**src/rtl/mas_pkg.sv**
```systemverilog
// mas_pkg: shared datapath select codes, FSM states and modulus limits for mas_sched
package mas_pkg;

    localparam logic MAS_SEL_ADD = 1'b0;
    localparam logic MAS_SEL_SUB = 1'b1;

    localparam logic [4:0] Q_MIN = 5'd2;
    localparam logic [4:0] Q_MAX = 5'd8;

    typedef enum logic [1:0] {IDLE, EXEC, RESP} state_t;

    function automatic logic q_legal(input logic [4:0] q);
        return (q >= Q_MIN) && (q <= Q_MAX);
    endfunction

endpackage

```
**src/rtl/mas_sched_mas_2input.sv**
```systemverilog
// MAS_2input: combinational modular add/subtract of two operands below Q
module MAS_2input
    import mas_pkg::*;
(
    input  logic [4:0] Din1,
    input  logic [4:0] Din2,
    input  logic [4:0] Q,
    input  logic       Sel,
    output logic [4:0] TDout,
    output logic [4:0] Dout
);

    // raw sum lies in 0..14, raw difference in -7..7 (bit 4 is the sign)
    assign TDout = (Sel == MAS_SEL_SUB) ? Din1 - Din2 : Din1 + Din2;
    assign Dout  = (Sel == MAS_SEL_SUB) ? (TDout[4] ? TDout + Q : TDout)
                                        : ((TDout >= Q) ? TDout - Q : TDout);

endmodule

```
**src/rtl/mas_sched.sv**
```systemverilog
// mas_sched: round-robin scheduler sharing one MAS_2input between two requesters
module mas_sched
    import mas_pkg::*;
#(
    parameter logic [4:0] Q_DEFAULT = 5'd7
) (
    input  logic       clk,
    input  logic       rst,
    input  logic       req0,
    input  logic       req1,
    input  logic       op0,
    input  logic       op1,
    input  logic [4:0] a0,
    input  logic [4:0] b0,
    input  logic [4:0] a1,
    input  logic [4:0] b1,
    output logic       ack0,
    output logic       ack1,
    input  logic       cfg_we,
    input  logic [4:0] cfg_q,
    output logic       cfg_err,
    output logic [4:0] q_cur,
    output logic       rsp_valid,
    output logic       rsp_id,
    output logic [3:0] rsp_data,
    output logic       rsp_wrap,
    output logic       rsp_err
);

    state_t     state, state_n;
    logic       last, gnt, gid;
    logic       op_r, id_r, err_r;
    logic [4:0] a_r, b_r, q_r, a_g, b_g;
    logic [4:0] tdout, dout;

    assign q_cur = q_r;
    assign a_g   = gid ? a1 : a0;
    assign b_g   = gid ? b1 : b0;

    // the requester that was not granted last wins a tie
    always_comb begin
        gid     = req1 & ~(req0 & last);
        gnt     = (state == IDLE) && !cfg_we && (req0 || req1);
        state_n = (state == IDLE) ? (gnt ? EXEC : IDLE) : (state == EXEC) ? RESP : IDLE;
    end

    always_ff @(posedge clk or posedge rst) begin
        if (rst) state <= IDLE;
        else     state <= state_n;
    end

    always_ff @(posedge clk or posedge rst) begin
        if (rst) begin
            last    <= 1'b1;
            q_r     <= Q_DEFAULT;
            op_r    <= 1'b0;
            id_r    <= 1'b0;
            err_r   <= 1'b0;
            a_r     <= '0;
            b_r     <= '0;
            ack0    <= 1'b0;
            ack1    <= 1'b0;
            cfg_err <= 1'b0;
        end else begin
            ack0    <= gnt && !gid;
            ack1    <= gnt && gid;
            cfg_err <= cfg_we && ((state != IDLE) || !q_legal(cfg_q));
            if (cfg_we && (state == IDLE) && q_legal(cfg_q)) q_r <= cfg_q;
            if (gnt) begin
                last  <= gid;
                id_r  <= gid;
                op_r  <= gid ? op1 : op0;
                a_r   <= a_g;
                b_r   <= b_g;
                err_r <= (a_g >= q_r) || (b_g >= q_r);
            end
        end
    end

    MAS_2input u_mas (
        .Din1  (a_r),
        .Din2  (b_r),
        .Q     (q_r),
        .Sel   (op_r ? MAS_SEL_SUB : MAS_SEL_ADD),
        .TDout (tdout),
        .Dout  (dout)
    );

    // response registers are loaded only at the end of EXEC and cleared otherwise
    always_ff @(posedge clk or posedge rst) begin
        if (rst) begin
            rsp_valid <= 1'b0;
            rsp_id    <= 1'b0;
            rsp_data  <= '0;
            rsp_wrap  <= 1'b0;
            rsp_err   <= 1'b0;
        end else begin
            rsp_valid <= state == EXEC;
            rsp_id    <= (state == EXEC) && id_r;
            rsp_err   <= (state == EXEC) && err_r;
            rsp_data  <= ((state == EXEC) && !err_r) ? dout[3:0] : 4'd0;
            rsp_wrap  <= (state == EXEC) && !err_r && (tdout != dout);
        end
    end

endmodule

```
**config.mk**
```make
export PLATFORM = sky130hd
export DESIGN_NAME = mas_sched
export DESIGN_NICKNAME = d
export VERILOG_FILES = /design/src/rtl/mas_pkg.sv /design/src/rtl/mas_sched_mas_2input.sv /design/src/rtl/mas_sched.sv
export SDC_FILE = /design/constraint.sdc
export NUM_CORES = 1
export LEC_CHECK = 0
export CORE_ASPECT_RATIO = 1.1
export CORE_MARGIN = 2
export CORE_UTILIZATION = 46
export DETAILED_ROUTE_END_ITERATION = 7
export PLACE_DENSITY = 0.77
export SKIP_CTS_REPAIR_TIMING = 1
export SLEW_MARGIN = 20
export SYNTH_ARGS = -nofsm -noshare
export SYNTH_HDL_FRONTEND = slang
export SYNTH_HIERARCHICAL = 1
export SYNTH_SLANG_ARGS = --single-unit
export TNS_END_PERCENT = 5
```
**constraint.sdc**
```tcl
create_clock -name clk -period 3.7 [get_ports clk]
set_input_delay 0.37 -clock clk [delete_from_list [all_inputs] [get_ports clk]]
set_output_delay 0.37 -clock clk [all_outputs]
set_load 0.005 [all_outputs]
```
==> run_results.csv <==
group,metric,value,unit
timing,hold_violations,0,
worst_setup_path,crit_type,"reg2reg",
cts,clockBufferDepth,2,
worst_setup_path,worstSetupStartpointType,"register",
logic_synthesis,synth_area_per_cell,9.720,um2
global_route,grt-ovfl-total,0,
cts,cts.sinks,31,
placement,post-dp-hpwl,3962,um
power_and_ir_drop,ir_worst_vdd,0.4262,mV
placement,place_congestion,0.8648,
cts,clock_latency,0.28,ns
routing,wl_per_cell,14.02,um
logic_synthesis,synth_enable_flop_cells,0,
logic_synthesis,syn_area,2226,um2
timing,rsz0062_at_grt,"true",
cells_and_area,drive_above_1_share,18.64,%
global_route,grt_use_total,19.44,%
timing,fin_ws,0.06979,ns
logic_synthesis,synth_most_common_cell,"nand2_1",
power_and_ir_drop,leakagePower,1.423,nW
cts,root_buffer,"clkbuf_8",
logic_synthesis,synth_ff_type,"dfrtp_1",
placement,pre_cts_slack,-0.08504,ns
routing,drtIter0Drc,86,
cts,htreeDepth,2,
cells_and_area,area_growth,35.58,%
worst_setup_path,cp-end-kind,"register",
worst_setup_path,critPathRequiredTime,3.88,ns
die,row_count,26,
die,core_area,4652,um2
cts,clk_pin_slew,0.07,ns
timing,fin_worst_skew,0.009240,ns
power_and_ir_drop,p_int,1.910,mW
logic_synthesis,yosys_warnings,6,
timing,whs,0.4716,ns
global_route,grt_pass1_vias,1926,
logic_synthesis,syn_inst,229,
logic_synthesis,synth.largest_area_cell,"dfrtp_1",
cells_and_area,insertedDiodeCount,0,
global_route,grt_pass1_wl,8404,um
die,die_area,5412,um2
routing,firstDrtPassIters,4,
timing,finalSetupViolCount,0,
cts,cts_tree,"yes",
hold_path,hold_path.class,"reg2reg",
worst_setup_path,critPathArrivalTime,3.81,ns
timing,worst_slew_pin_slew,0.9463,ns
logic_synthesis,ys_seq_area_share,35.08,%
logic_synthesis,async_reset_ff_share,100.0,%
placement,io_buffers,47,
timing,period_needed,3.630,ns
timing,period_share,98.11,%
global_route,grt_max_degree,26,
timing,drv_slew,0,
die,start_util,47.85,%
routing,routed_via_density,5.060,
routing,dr_total_vias,1776,
logic_synthesis,synth_top_area_share,30.35,%
job,maxCapViolCount,0,
power_and_ir_drop,pwr-share-comb,77.6,%
cts,cts_buffers,5,
logic_synthesis,synth.area.top_cells,"dfrtp_1 30%, ha_1 13%, mux2i_1 5.8%",
logic_synthesis,ys_types,43,
die,io_pins,48,
run_status,status,"finished, final reports clean",
logic_synthesis,synth-seq-cells,31,
timing,max_freq,275.5,MHz
cells_and_area,final_nets,353,
power_and_ir_drop,switchingPower,1.449,mW
worst_setup_path,crit_fanout,5,
power_and_ir_drop,switching_share,43.13,%
logic_synthesis,syn-num-nets,288,
power_and_ir_drop,sequentialPowerShare,14.6,%
routing,routed_wirelength,4922,um
power_and_ir_drop,p_per_area,1113,nW/um2
logic_synthesis,ys_top_cells_by_count,"33 x nand2_1, 27 x dfrtp_1, 24 x ha_1, 24 x inv_1, 13 x mux2i_1",
timing,slew_headroom,36.84,%
routing,postRouteAntennaNets,0,
power_and_ir_drop,power.share.clock,7.8,%
routing,route.detailed.drc,0,
die,fp.dieW,70.33,um
die,chipHeight,76.96,um
global_route,grt_antenna_before_repair,0,
==> flip-flops by register name, indices dropped and copies added, names as in the netlist <==
name / flops
b_r: 5
state: 1
a_r: 5
err_r: 1
ack1: 1
ack0: 1
q_cur: 5
cfg_err: 1
op_r: 1
rsp_data: 4
rsp_valid: 1
rsp_err: 1
rsp_wrap: 1
id_r: 1
last: 1
rsp_id: 1
==> worst max-delay path: stages (launching register included) <==
cell,delay [ns]
dfrtp_1,0.36
inv_1,0.05
ha_1,0.29
mux2_4,0.30
inv_4,0.06
ha_4,0.18
a21o_1,0.18
a21oi_2,0.16
xor2_2,0.18
inv_2,0.08
ha_4,0.27
inv_2,0.03
a41o_1,0.17
a21oi_2,0.13
a21boi_4,0.26
mux2i_1,0.21
mux2i_1,0.12
xnor2_1,0.15
nand3_1,0.09
o31a_1,0.24
==> path summary, 6_finish.rpt <==
path / startpoint / to / slack, ns / depth (start not counted)
max: b_r[1] / rsp_wrap / 0.07 / 19
min: last / last / 0.47 / 2
max reg2reg: b_r[1] / rsp_wrap / 0.07 / 19
min reg2reg: last / last / 0.47 / 2
max in group asynchronous: rst / last / 2.36 / 3
min in group asynchronous: rst / rsp_wrap / 0.60 / 2
==> through the flow <==
step / total power, mW / utilization (%) / cells / cell area, um2 / TNS [ns]
2_1_floorplan: 2.210 / - / 229 / 2242 / 0
3_3_place_gp: 2.839 / 61.43 / 340 / 2858 / 0
4_1_cts: 3.167 / 63.26 / 348 / 2943 / -0.1446
5_1_grt: 3.674 / 64.87 / 351 / 3018 / -0.1645
6_report: 3.358 / 64.87 / 351 / 3018 / 0
3_5_place_dp: 2.899 / 61.43 / 340 / 2858 / -0.08504
==> metal layers <==
layer,GRT usage [%],vias to the layer above,wire (um)
met5,0,-,0
met4,7.115,0,115
met3,3.285,12,178
met2,35.09,53,2573
met1,22.78,818,2054
li1,-,893,-
==> power groups by stage <==
stage	clock network, mW	registers, mW	logic (mW)
2_1_floorplan	0	0.480	1.73
3_3_place_gp	0	0.491	2.35
3_5_place_dp	0	0.495	2.40
4_1_cts	0.265	0.489	2.41
5_1_grt	0.284	0.501	2.89
6_report	0.261	0.490	2.61
==> cells in the final DEF (no fill, tap or decap), types with 2 or more instances in the layout <==
cell,count
a21oi_1,7
a21oi_2,3
and2_1,6
buf_4,17
clkbuf_8,5
clkdlybuf4s50_1,47
dfrtp_1,27
dfstp_2,4
fa_1,3
ha_1,21
ha_4,3
inv_1,21
inv_2,3
mux2_1,4
mux2_2,8
mux2i_1,13
nand2_1,33
nand3_1,2
nor2_1,9
nor2b_1,4
o21ai_0,8
o21bai_1,4
xnor2_1,10
xor2_1,5
xor2_2,2
==> area by class of cell <==
| class | instances | area, um2 |
|---|---|---|
| fill | 394 | 1634 |
| multi-input combinational | 167 | 1388 |
| sequential | 31 | 780.7 |
| timing repair buffer | 64 | 598.1 |
| inverter | 25 | 96.34 |
| clock buffer | 6 | 72.57 |
| tap | 56 | 70.07 |
| clock inverter | 2 | 12.51 |
==> kinds of logic (layout without fill, tap and decap cells) <==
group	after synthesis	count (layout)	share of synthesized area [%]
buffers and inverters	31	97	5.396
adder cells (fa/ha/maj)	27	27	16.19
flip-flops	31	31	35.08
AND/OR/NAND/NOR	63	63	13.21
multiplexers	26	26	12.42
AO/OA/AOI/OAI	34	34	11.02
XOR/XNOR	17	17	6.689
Note: power is estimated with default switching activity, not from simulation.
